## config.mk

```make
export PLATFORM = sky130hd
export DESIGN_NAME = mux_rr_select_seq
export DESIGN_NICKNAME = d
export VERILOG_FILES = /design/src/rtl/mux_seq_pkg.sv /design/src/rtl/mux_rr_select_seq_rr_pick4.sv /design/src/rtl/mux_rr_select_seq.sv
export SDC_FILE = /design/constraint.sdc
export NUM_CORES = 1
export LEC_CHECK = 0
export CORE_AREA = 2 2 44 46
export CTS_CLUSTER_SIZE = 25
export DETAILED_ROUTE_END_ITERATION = 12
export DIE_AREA = 0 0 46 48
export PLACE_DENSITY_LB_ADDON = 0.05
export SYNTH_ARGS = -nofsm -noshare
export SYNTH_HDL_FRONTEND = slang
export SYNTH_SLANG_ARGS = --single-unit
```

## constraint.sdc

```tcl
create_clock -name clk -period 4.7 [get_ports clk]
set_input_delay 1.41 -clock clk [delete_from_list [all_inputs] [get_ports clk]]
set_output_delay 1.41 -clock clk [all_outputs]
set_load 0.01 [all_outputs]
```

## src/rtl/mux_seq_pkg.sv

```systemverilog
// Shared constants, FSM state encoding and the one-hot helper for the round-robin mux select sequencer.
// Used by rr_pick4 and mux_rr_select_seq.
package mux_seq_pkg;

    localparam int NUM_CH = 4;
    localparam int SEL_W  = 2;

    typedef enum logic {
        IDLE  = 1'b0,
        GRANT = 1'b1
    } state_t;

    function automatic logic [NUM_CH-1:0] onehot4(input logic [SEL_W-1:0] idx);
        logic [NUM_CH-1:0] v;
        v      = '0;
        v[idx] = 1'b1;
        return v;
    endfunction

endpackage

```

## src/rtl/mux_rr_select_seq_rr_pick4.sv

```systemverilog
// Combinational round-robin picker for four requesters.
// The search starts one past ptr and wraps, so the last winner is considered last.
module rr_pick4
    import mux_seq_pkg::*;
(
    input  logic [NUM_CH-1:0] req,
    input  logic [SEL_W-1:0]  ptr,
    output logic              any,
    output logic [SEL_W-1:0]  win
);

    logic             found;
    logic [SEL_W-1:0] cand;

    always_comb begin
        win   = ptr;
        found = 1'b0;
        cand  = '0;
        // k wraps to 0 at NUM_CH, so the final candidate is ptr itself.
        for (int k = 1; k <= NUM_CH; k++) begin
            cand = ptr + SEL_W'(k);
            if (!found && req[cand]) begin
                win   = cand;
                found = 1'b1;
            end
        end
    end

    assign any = |req;

endmodule

```

## src/rtl/mux_rr_select_seq.sv

```systemverilog
// Round-robin select sequencer driving the s1/s0 lines of a downstream 4:1 mux, with bounded dwell.
// Optional macro MUX_SEQ_LOCK_EN adds a lock input that holds a grant past its dwell limit.
module mux_rr_select_seq
    import mux_seq_pkg::*;
#(
    parameter int DWELL_CYCLES = 4,
    parameter int CNT_W        = 8
) (
    input  logic       clk,
    input  logic       rst_n,
    input  logic [3:0] req,
`ifdef MUX_SEQ_LOCK_EN
    input  logic       lock,
`endif
    output logic       s0,
    output logic       s1,
    output logic [3:0] grant,
    output logic       valid,
    output logic       switch_pulse
);

    localparam logic [CNT_W-1:0] DWELL_LOAD = CNT_W'(DWELL_CYCLES - 1);

    state_t            state_q, state_d;
    logic [CNT_W-1:0]  cnt_q, cnt_d;
    logic [SEL_W-1:0]  ptr_q, ptr_d;
    logic [SEL_W-1:0]  sel_q, sel_d;
    logic [NUM_CH-1:0] grant_q, grant_d;
    logic              valid_q, valid_d;
    logic              switch_q, switch_d;

    logic              pick_any;
    logic [SEL_W-1:0]  pick_win;
    logic              lock_hold;
    logic              rearb;

    rr_pick4 u_pick (
        .req (req),
        .ptr (ptr_q),
        .any (pick_any),
        .win (pick_win)
    );

`ifdef MUX_SEQ_LOCK_EN
    assign lock_hold = lock;
`else
    assign lock_hold = 1'b0;
`endif

    // In GRANT, sel_q is the current holder's index.
    always_comb begin
        state_d  = state_q;
        cnt_d    = cnt_q;
        ptr_d    = ptr_q;
        sel_d    = sel_q;
        grant_d  = grant_q;
        valid_d  = valid_q;
        rearb    = 1'b0;
        switch_d = 1'b0;

        case (state_q)
            IDLE: begin
                rearb = 1'b1;
            end
            GRANT: begin
                if (!req[sel_q]) begin
                    rearb = 1'b1;
                end else if (cnt_q == '0) begin
                    if (!lock_hold) begin
                        rearb = 1'b1;
                    end
                end else begin
                    cnt_d = cnt_q - CNT_W'(1);
                end
            end
            default: begin
                rearb = 1'b1;
            end
        endcase

        if (rearb) begin
            if (pick_any) begin
                state_d = GRANT;
                sel_d   = pick_win;
                ptr_d   = pick_win;
                grant_d = onehot4(pick_win);
                valid_d = 1'b1;
                cnt_d   = DWELL_LOAD;
            end else begin
                state_d = IDLE;
                grant_d = '0;
                valid_d = 1'b0;
                cnt_d   = '0;
            end
        end

        switch_d = (sel_d != sel_q);
    end

    always_ff @(posedge clk or negedge rst_n) begin
        if (!rst_n) begin
            state_q  <= IDLE;
            cnt_q    <= '0;
            ptr_q    <= SEL_W'(NUM_CH - 1);
            sel_q    <= '0;
            grant_q  <= '0;
            valid_q  <= 1'b0;
            switch_q <= 1'b0;
        end else begin
            state_q  <= state_d;
            cnt_q    <= cnt_d;
            ptr_q    <= ptr_d;
            sel_q    <= sel_d;
            grant_q  <= grant_d;
            valid_q  <= valid_d;
            switch_q <= switch_d;
        end
    end

    assign s0           = sel_q[0];
    assign s1           = sel_q[1];
    assign grant        = grant_q;
    assign valid        = valid_q;
    assign switch_pulse = switch_q;

endmodule

```

== Yosys cells after proc, flatten, opt, wreduce, memory -nomap -nowiden ==
Index checks and enable logic that the tools add are counted.

* Bitwise operators: 1
* Reductions and logical operators: 13
* $add $sub $neg: 4
* Mux-type cells: 31
* $lt $le $gt $ge: 7
* Equal/unequal tests: 2

{| class="wikitable"
|+ Operator list
! cell !! count
|-
| 8-bit 2-to-1 mux || 4
|-
| 2-bit by 3-bit less-than comparator with 1-bit output, second input constant || 6
|-
| 2-bit 2-to-1 mux || 7
|-
| 1-bit 2-to-1 mux || 12
|-
| 1-bit binary-select mux with 2-bit select || 5
|-
| 8-bit zero test || 1
|-
| 8-bit by 1-bit subtractor with 8-bit output, second input constant || 1
|-
| 2-bit adder, second input constant || 2
|-
| 1-bit logical AND || 4
|-
| 4-bit 2-to-1 mux || 1
|-
| 2-bit nonzero test || 2
|-
| 4-bit OR reduction || 1
|-
| 1-bit zero test || 3
|-
| 3-bit AND reduction || 1
|-
| 2-bit by 1-bit adder with 2-bit output, second input constant || 1
|-
| 1-bit demux with 2-bit select || 1
|-
| 2-bit by 1-bit greater-or-equal comparator with 1-bit output, second input constant || 1
|-
| 2-bit != test || 1
|-
| 2-bit != test, second input constant || 1
|-
| 1-bit case mux with 2 select lines || 1
|-
| 2-bit AND reduction || 1
|-
| 1-bit inverter || 1
|}

* Output and inout bits: 8
* Flip-flop bits (word level): 18
* Word-level logic and storage cells: 64
* Bits of input ports: 6

== Longest topological paths before layout ==
Gate-level depths: netlist (run 1).

* Depth in word-level cells: 18
* Gate-level depth with buffers: 7

== Modules after synthesis ==
From an unflattened synthesis (run 1), not the netlist that was laid out.

* Cell total of the unflattened synthesis: 90
* Area, all modules: 997.2 um2

{| class="wikitable"
|+ Modules (own cells, without submodules)
! module !! sequential area each (um2) !! area each (um2) !! times used !! cells an instance
|-
| mux_rr_select_seq || 452.9 || 924.6 || 1 || 76
|-
| rr_pick4 || 0.0 || 72.6 || 1 || 14
|}

== Least setup slack after synthesis (run 1) ==
OpenSTA, ideal clock, no wires.

* Kind: input-to-reg
* Start: in req[3]
* End: reg sel_q[0]
* Data required time: 4581 ps
* Cell stages on the path: 5
* Data arrival time: 2426 ps
* Setup slack: 2155 ps
* Setup time: 119 ps
* Cell sequence: mux4_2 o211a_4 nor2_4 nand2_1 o21a_1

* Cells in the longest elaborated chain, start to end: 14

{| class="wikitable"
|+ RTL lines
! item !! line !! RTL
|-
| from (decl) || mux_rr_select_seq.sv:11 || <nowiki>input logic [3:0] req,</nowiki>
|-
| 1-bit binary-select mux with 2-bit select || mux_rr_select_seq_rr_pick4.sv:22 || <nowiki>if (!found && req[cand]) begin</nowiki>
|-
| 1-bit 2-to-1 mux (implied by the code) || mux_rr_select_seq_rr_pick4.sv:22 ||
|-
| 1-bit 2-to-1 mux || mux_rr_select_seq_rr_pick4.sv:22 ||
|-
| 1-bit zero test || mux_rr_select_seq_rr_pick4.sv:22 ||
|-
| 1-bit logical AND || mux_rr_select_seq_rr_pick4.sv:22 ||
|-
| 1-bit 2-to-1 mux || mux_rr_select_seq_rr_pick4.sv:22 ||
|-
| 1-bit zero test || mux_rr_select_seq_rr_pick4.sv:22 ||
|-
| 1-bit logical AND || mux_rr_select_seq_rr_pick4.sv:22 ||
|-
| 1-bit 2-to-1 mux || mux_rr_select_seq_rr_pick4.sv:22 ||
|-
| 1-bit zero test || mux_rr_select_seq_rr_pick4.sv:22 ||
|-
| 1-bit logical AND || mux_rr_select_seq_rr_pick4.sv:22 ||
|-
| 2-bit 2-to-1 mux || mux_rr_select_seq_rr_pick4.sv:22 ||
|-
| 2-bit 2-to-1 mux || mux_rr_select_seq.sv:82 || <nowiki>if (pick_any) begin</nowiki>
|-
| 2-bit 2-to-1 mux * || mux_rr_select_seq.sv:81 || <nowiki>if (rearb) begin</nowiki>
|-
| named net sel_d[0] || mux_rr_select_seq.sv:27 || <nowiki>logic [SEL_W-1:0] sel_q, sel_d;</nowiki>
|-
| to (signal assigned) || mux_rr_select_seq.sv:113 || <nowiki>sel_q <= sel_d;</nowiki>
|-
| to (decl) || mux_rr_select_seq.sv:27 ||
|}

Mark *: on every way through the listed nets, which the timed path passes. The rest lies on a longest branch. The select of a mux whose other input is x is not followed.
A chain may end at the register's enable or synchronous reset.

== Worst setup path after layout (run 1) ==
* Start: in req[1]
* End: reg switch_q (netlist: switch_pulse)

* Cells in the longest elaborated chain, start to end: 15

{| class="wikitable"
|+ RTL lines
! item !! line !! RTL
|-
| 1-bit binary-select mux with 2-bit select || mux_rr_select_seq_rr_pick4.sv:22 ||
|-
| 1-bit 2-to-1 mux (implied by the code) || mux_rr_select_seq_rr_pick4.sv:22 ||
|-
| 1-bit 2-to-1 mux || mux_rr_select_seq_rr_pick4.sv:22 ||
|-
| 1-bit zero test || mux_rr_select_seq_rr_pick4.sv:22 ||
|-
| 1-bit logical AND || mux_rr_select_seq_rr_pick4.sv:22 ||
|-
| 1-bit 2-to-1 mux || mux_rr_select_seq_rr_pick4.sv:22 ||
|-
| 1-bit zero test || mux_rr_select_seq_rr_pick4.sv:22 ||
|-
| 1-bit logical AND || mux_rr_select_seq_rr_pick4.sv:22 ||
|-
| 1-bit 2-to-1 mux || mux_rr_select_seq_rr_pick4.sv:22 ||
|-
| 1-bit zero test || mux_rr_select_seq_rr_pick4.sv:22 ||
|-
| 1-bit logical AND || mux_rr_select_seq_rr_pick4.sv:22 ||
|-
| 2-bit 2-to-1 mux || mux_rr_select_seq_rr_pick4.sv:22 ||
|-
| 2-bit 2-to-1 mux || mux_rr_select_seq.sv:82 ||
|-
| 2-bit 2-to-1 mux * || mux_rr_select_seq.sv:81 ||
|-
| 2-bit != test * || mux_rr_select_seq.sv:97 || <nowiki>switch_d = (sel_d != sel_q);</nowiki>
|-
| named net switch_d || mux_rr_select_seq.sv:30 || <nowiki>logic switch_q, switch_d;</nowiki>
|-
| to (signal assigned) || mux_rr_select_seq.sv:116 || <nowiki>switch_q <= switch_d;</nowiki>
|-
| to (decl) || mux_rr_select_seq.sv:30 ||
|}

Marks and branches as above.

==> results of run 1 <==
kinds of logic after synthesis:
kind of cell / count (synthesis) / share of synthesized area (%)
DFF: 18 / 50.0
muxes: 2 / 3.59
xor gates and xnor gates: 8 / 7.74
AOI/OAI and AO/OA: 18 / 17.1
buffers and inverters: 5 / 2.07
adders and majority gates: 1 / 1.38
and+or+nand+nor: 28 / 18.1
routing by layer:
layer  GRT usage, %  share of wire (%)  vias up
li1               -                  -      315
met1           21.0                 44      310
met2           33.3                 52       11
met3           3.40                1.9        4
met4           12.0                2.0        0
met5              0                  0        -
state kept, by name, summed over array words and instances (netlist names):
signal,count
switch_pulse,1
ptr_q,2
sel_q,2
valid,1
grant,4
cnt_q,8
power breakdown:
part | switching [W] | total, W | leakage, nW | internal, W
clock | 0.0000491 | 0.0000964 | 0.0210 | 0.0000472
combinational | 0.000177 | 0.000364 | 0.214 | 0.000187
sequential | 0.0000567 | 0.000279 | 0.222 | 0.000222
total | 0.000283 | 0.000740 | 0.457 | 0.000457
worst max path at each step:
stage	slack, ps	to	from	cells past startpoint
final	1790	switch_pulse	req[1]	6
after global routing	1690	sel_q[0]	req[0]	6
after CTS	1820	switch_pulse	req[1]	6
after detailed placement	1500	sel_q[0]	req[3]	6
after global placement	1520	switch_pulse	req[1]	6
after floorplan	2160	sel_q[0]	req[3]	5
layout make-up:
class / count / area, um2
inverters: 5 / 18.8
flip-flops and latches: 18 / 453
multi-input cells: 57 / 434
fillers: 132 / 596
repair buffers: 13 / 130
clock buffers: 4 / 36.3
well taps: 17 / 21.3
metrics by stage:
step | cells | worst slack, ps | cell area [um2]
after global routing | 114 | 1690 | 1090
after CTS | 114 | 1820 | 1090
after floorplan | 80 | 2160 | 906
after global placement | 110 | 1520 | 1060
after detailed placement | 110 | 1500 | 1060
final | 114 | 1790 | 1090
layout by cell type, fill, tap and decap left out, drive strengths merged, types with 3 or more instances in the layout:
cell type	n
dfrtp	16
clkdlybuf4s50	13
nor2	11
inv	5
xnor2	5
nand2	5
a21oi	4
o21a	4
clkbuf	4
nand2b	3
xor2	3
worst register-to-register path, stage by stage (launching register included):
cell and delay (ps):
dfrtp_1 430, inv_1 70, ha_1 200, or3b_2 520, o211a_4 300, nor2_4 160, nand2_1 80, o21a_1 140
==> results.cfg, run 1 <==
[cells_and_area]
layout.nets = 105
utilization_pct = 64.7
antenna_cells = 0
syn_to_final_growth_pct = 20.7
drive_gt1_share_pct = 17.5

[routing]
viasPerCell = 5.61
drt_iter0_drc = 6
routed-via-count = 640
routed_wl_um = 1650
first_pass_iters = 4
wl_per_cell_um = 14.5
ant_nets = 0
drc = 0

[clocking]
cts_buffer_depth = 2
htree_levels = 1
clk_latency_ps = 300
cts_tree = yes
clk_pin_slew_ps = 100
clock-sinks = 18
numCtsBuffers = 3
cts_root_buf = clkbuf_4
post_cts_buffers = 0
ctsResizeCount = 0
cts_hold_buf = 0

[worst_setup_path]
cpLargestDelayFamily = simple AND/OR/NAND/NOR gates
critPathKind = input port to flop
end_kind = flop
startpoint_type = input port
slowest_delay_ps = 640
reg2regPathDepth = 7
cp_num_buf_inv = 1
rr_endpoint = sel_q[0]
arrival_ps = 3130
critPathMaxFanout = 6
r2r_slack_ps = 2710
slowest_stage = nor3_1
r2r-start = cnt_q[0]
worstPathRequired_ps = 4910
cp_cell_sequence = clkdlybuf4s50_1 > mux2i_1 > nor2_1 > nor3_1 > xor2_1 > a21oi_1

[die]
rows = 15
die_w_um = 46
io_pins = 14
die_area_mm2 = 0.00221
core_mm2 = 0.00169
initial_utilization_pct = 53.6
die_y_um = 48

[global_route]
antenna_found_initial = 0
grt_pass1_wl_um = 2790
grt_max_degree = 19
grt_usage_pct = 18.9
grt_pass1_vias = 629
grt-ovfl-total = 0

[timing]
finalSetupViolCount = 0
setup_tns_ps = 0
period_share_pct = 62.0
fmax_mhz = 343
worst-slew-pin-transition_ps = 786
final_max_slew_viol_count = 0
timing.hold.ws_ps = 499
rsz0062_at_grt = false
final_hold_viol_count = 0
skew_ps = 7.52
slew_headroom_pct = 47.5
period_needed_ps = 2910

[yosys]
synthCells = 80
syn_nets = 87
synth_top_area_share_pct = 44.2
synth_area_per_cell_um2 = 11.3
synth_common_cells = dfrtp_1 (16), nor2_1 (10), inv_1 (5), xnor2_1 (5)
ys_types = 30
ys_ff_latch = 18
synth-seq-area-share_pct = 50.0
async_flop_share_pct = 100
synth.most_common_cell = dfrtp_1
synth-main-ff-cell = dfrtp_1
synth_edf_count = 0
syn-cell-area_um2 = 906
synth_top_area_cell = dfrtp_1
yosys_warnings = 0
synth_area_leaders = dfrtp_1 (44%), dfstp_2 (5.8%), xnor2_1 (4.8%)

[place]
io_buffers = 13
hpwl_um = 1240
gp_congestion = 0.852

[power]
power_density_mw_per_mm2 = 676
power_w = 0.000740
ir_drop_mv = 0.342
leakagePower_nw = 0.457

[run]
maxCapViolCount = 0

[status]
outcome = finished, final reports clean

[hold_path]
holdPathEnd = grant[1]
worstHoldStart = grant[1]
worstHoldPathCells = 2
min_path_type = flop to flop
Note: power is estimated with default switching activity, not from simulation.
==> run 2, diff against run 1 <==
CORE_AREA = 2 2 48 50   (was 2 2 44 46)
DIE_AREA = 0 0 50 52   (was 0 0 46 48)
clock period = 2.5 ns   (was 4.7 ns; I/O delays follow)
==> run 2 against run 1 <==
  * Wire length up 1.0%
  * Count of clock-buffer cells in the layout unchanged
  * Critical endpoint unchanged
  * Clock skew down 4.3 ps
  * Largest power group unchanged
  * Critical path type unchanged
==> results.cfg, run 2 (synthesis results as in run 1) <==
[cells_and_area]
antenna_cells = 0
stdcell_count = 132
layout_commonest_cell = dfrtp_1
utilization_pct = 55.1
largest_reg_flops = 8
layout_common_cells = dfrtp_1 (16), clkdlybuf4s50_1 (13), nor2_1 (10)
layout.nets = 112
regMostFlops = cnt_q
drive_gt1_share_pct = 23.1
syn_to_final_growth_pct = 28.0

[worst_setup_path]
startpoint_type = input port
end_kind = flop
critPathMaxFanout = 5
worstPathRequired_ps = 2720
critPathKind = input port to flop
arrival_ps = 2370

[routing]
ant_nets = 0
routed_wl_um = 1670
viasPerCell = 4.90
wl_per_cell_um = 12.6
first_pass_iters = 2
routed-via-count = 647
drt_iter0_drc = 4
drc = 0

[clocking]
ctsResizeCount = 0
clk_pin_slew_ps = 110
numCtsBuffers = 3
clock-sinks = 18
htree_levels = 1
clk_latency_ps = 280
cts_buffer_depth = 2
cts_root_buf = clkbuf_4
cts_tree = yes
cts_hold_buf = 0
post_cts_buffers = 0

[timing]
skew_ps = 3.23
timing.hold.ws_ps = 496
slew_headroom_pct = 67.3
final_max_slew_viol_count = 0
worst-slew-pin-transition_ps = 490
rsz0062_at_grt = false
period_share_pct = 86.0
fmax_mhz = 465
final_hold_viol_count = 0
finalSetupViolCount = 0
setup_tns_ps = 0
period_needed_ps = 2150

[hold_path]
min_path_type = flop to flop

[place]
gp_congestion = 0.804
io_buffers = 13
place_inst = 128
hpwl_um = 1290

[global_route]
grt_usage_pct = 15.6
grt_max_degree = 19
grt-ovfl-total = 0
grt_pass1_wl_um = 3110
grt_pass1_vias = 663
antenna_found_initial = 0

[power]
power_w = 0.00141
leakagePower_nw = 0.491
power_density_mw_per_mm2 = 1220
ir_drop_mv = 0.607

[die]
core_mm2 = 0.00211
initial_utilization_pct = 43.0
io_pins = 14
rows = 17
die_w_um = 50
die_y_um = 52
die_area_mm2 = 0.00260

[run]
maxCapViolCount = 0

[status]
outcome = finished, final reports clean
-- run 2: stage by stage --
stage          cell area, um2  worst slack (ps)
2_1_floorplan             906               615
3_3_place_gp             1120              23.9
3_5_place_dp             1120              42.2
4_1_cts                  1160               340
5_1_grt                  1160               168
6_report                 1160               350
-- run 2: worst paths after layout --
kind / cells after the start / slack, ps / endpoint / from
max: 7 / 350 / switch_pulse / req[1]
min: 2 / 500 / grant[1] / grant[1]
max reg2reg: 7 / 560 / sel_q[0] / cnt_q[0]
min reg2reg: 2 / 500 / grant[1] / grant[1]
max in group asynchronous: 2 / 1450 / ptr_q[1] / rst_n
min in group asynchronous: 2 / 790 / cnt_q[4] / rst_n
-- run 2: critical path, stage by stage --
cell             delay [ps]
clkdlybuf4s50_1         470
buf_4                   170
o21a_1                  160
o21ai_0                 170
o221ai_1                260
xor2_1                  220
a21oi_1                 170
-- run 2: where the power goes --
part	leakage [nW]	internal [W]	switching (W)
clock	0.0210	0.0000885	0.0000891
sequential	0.222	0.000417	0.000107
combinational	0.248	0.000379	0.000333
total	0.491	0.000885	0.000529
-- run 2: final cells by class --
cell class | count | area, um2
Clock buffer | 4 | 36.3
Fill cell | 186 | 946
Inverter | 5 | 18.8
Multi-Input combinational cell | 57 | 434
Sequential cell | 18 | 453
Tap cell | 28 | 35.0
Timing Repair Buffer | 20 | 183
-- run 2: routing by layer --
metal / track usage [%] / up-vias / part of all wire [%]
li1: - / 330 / -
met1: 20.9 / 310 / 47
met2: 25.4 / 5 / 50
met3: 3.45 / 2 / 2.0
met4: 4.17 / 0 / 0.54
met5: 0 / - / 0
==> run 3, diff against run 2 <==
CAP_MARGIN = 40   (was unset)
MAX_ROUTING_LAYER = met4   (was unset)
==> run 3 against run 2 <==
  * Die area unchanged
  * Global-route usage up 0.42 points
  * Final area unchanged
  * Maximum frequency barely moved
  * Clock power is essentially flat
  * First-iteration DRC count unchanged
  * Cell count unchanged
  * Clock skew about the same
  * Critical path type unchanged
  * Largest cell class unchanged
  * Highest routed layer unchanged
==> results.cfg, run 3 (synthesis results as in run 1) <==
[status]
outcome = finished, final reports clean

[clocking]
post_cts_buffers = 0
cts_tree = yes
clock-sinks = 18
cts_buffer_depth = 2
htree_levels = 1
cts_hold_buf = 0
clk_pin_slew_ps = 110
cts_root_buf = clkbuf_4
clk_latency_ps = 280
numCtsBuffers = 3
ctsResizeCount = 0

[place]
hpwl_um = 1290
placed_cell_area_mm2 = 0.00112
gp_congestion = 0.816
io_buffers = 13
preCtsSetupSlack_ps = 42.2
place_inst = 128

[cells_and_area]
stdcell_count = 132
final_area_mm2 = 0.00116
regMostFlops = cnt_q
drive_gt1_share_pct = 23.1
nFillCells = 186
antenna_cells = 0
syn_to_final_growth_pct = 28.0
largest_reg_flops = 8
layout_common_cells = dfrtp_1 (16), clkdlybuf4s50_1 (13), nor2_1 (10)
ff_latch_area_um2 = 453
layout.nets = 112
layout_commonest_cell = dfrtp_1
multi_input_area_um2 = 434

[worst_setup_path]
arrival_ps = 2370
slowest_delay_ps = 470
end_kind = flop
cp_num_buf_inv = 2
startpoint_type = input port
cpLargestDelayFamily = compound AO/OA/AOI/OAI gates
critPathMaxFanout = 5
worstPathRequired_ps = 2720
slowest_stage = clkdlybuf4s50_1
cp_cell_sequence = clkdlybuf4s50_1 > buf_4 > o21a_1 > o21ai_0 > o221ai_1 > xor2_1 > a21oi_1
critPathKind = input port to flop

[timing]
final_max_slew_viol_count = 0
period_needed_ps = 2150
skew_ps = 2.80
fmax_mhz = 465
period_share_pct = 86.0
setup_tns_ps = 0
fin_ws_ps = 349
finalSetupViolCount = 0
worst-slew-pin-transition_ps = 490
final_hold_viol_count = 0
slew_headroom_pct = 67.3
rsz0062_at_grt = false

[routing]
first_pass_iters = 2
drc = 0
routed_wl_um = 1670
routed-via-count = 648
drt_iter0_drc = 4
ant_nets = 0
wl_per_cell_um = 12.6
viasPerCell = 4.91

[die]
core_mm2 = 0.00211
die_y_um = 52
rows = 17
initial_utilization_pct = 43.0
die_area_mm2 = 0.00260
io_pins = 14
die_w_um = 50

[run]
maxCapViolCount = 0

[global_route]
grt-ovfl-total = 0
grt_pass1_vias = 662
grt_usage_pct = 16.0
grt_max_degree = 19
grt_pass1_wl_um = 3110
antenna_found_initial = 0

[power]
p_int_w = 0.000885
p_sw_w = 0.000529
ir_drop_mv = 0.606
clkPwrFrac_pct = 12.6
netSwitchingFraction_pct = 37.4
leakagePower_nw = 0.491
seqPwrFrac_pct = 37.1
combPwrFrac_pct = 50.3
power_density_mw_per_mm2 = 1220

[hold_path]
min_path_type = flop to flop
## run 3: cell counts in the layout (fill, tap and decap cells not counted)
No cell type changed its count.
## run 3: layout make-up
class / instances / area share, %
flip-flops and latches: 18 / 39.1
multi-input cells: 57 / 37.4
repair buffers: 20 / 15.7
clock buffers: 4 / 3.13
well taps: 28 / 3.02
inverters: 5 / 1.62
## run 3: worst min-delay path, cell delays in order, from the launching register on
cell and delay [ps]:
dfrtp_1 360, nand2_1 50, o31ai_1 50
## run 3: through the flow
stage / util, % / power (W) / hold slack, ps
after floorplan: - / 0.00100 / 454
after global placement: 53.4 / 0.00124 / 479
after detailed placement: 53.4 / 0.00125 / 478
after CTS: 55.1 / 0.00143 / 502
after global routing: 55.1 / 0.00153 / 531
final: 55.1 / 0.00141 / 496
## run 3: worst paths after layout
path / start / end / slack [ps] / cells past startpoint
setup / recovery: req[1] / switch_pulse / 350 / 7
hold reg to reg: grant[1] / grant[1] / 500 / 2
hold / removal: grant[1] / grant[1] / 500 / 2
setup reg to reg: cnt_q[0] / sel_q[0] / 560 / 7
min in group asynchronous: rst_n / cnt_q[4] / 790 / 2
max in group asynchronous: rst_n / ptr_q[1] / 1460 / 2
## run 3: power groups by stage
stage                     registers [W]  clock network (W)  logic, W
final                          0.000524           0.000177  0.000712
after global routing           0.000543           0.000197  0.000788
after CTS                      0.000526           0.000185  0.000722
after detailed placement       0.000532                  0  0.000717
after global placement         0.000531                  0  0.000712
after floorplan                0.000530                  0  0.000474
## run 3: metal layers
layer / GRT usage, % / share of wire [%] / up-vias
met4: 4.17 / 0.72 / 0
met5: - / 0 / -
met2: 25.4 / 50 / 5
met3: 3.45 / 2.0 / 2
li1: - / - / 330
met1: 20.9 / 47 / 311
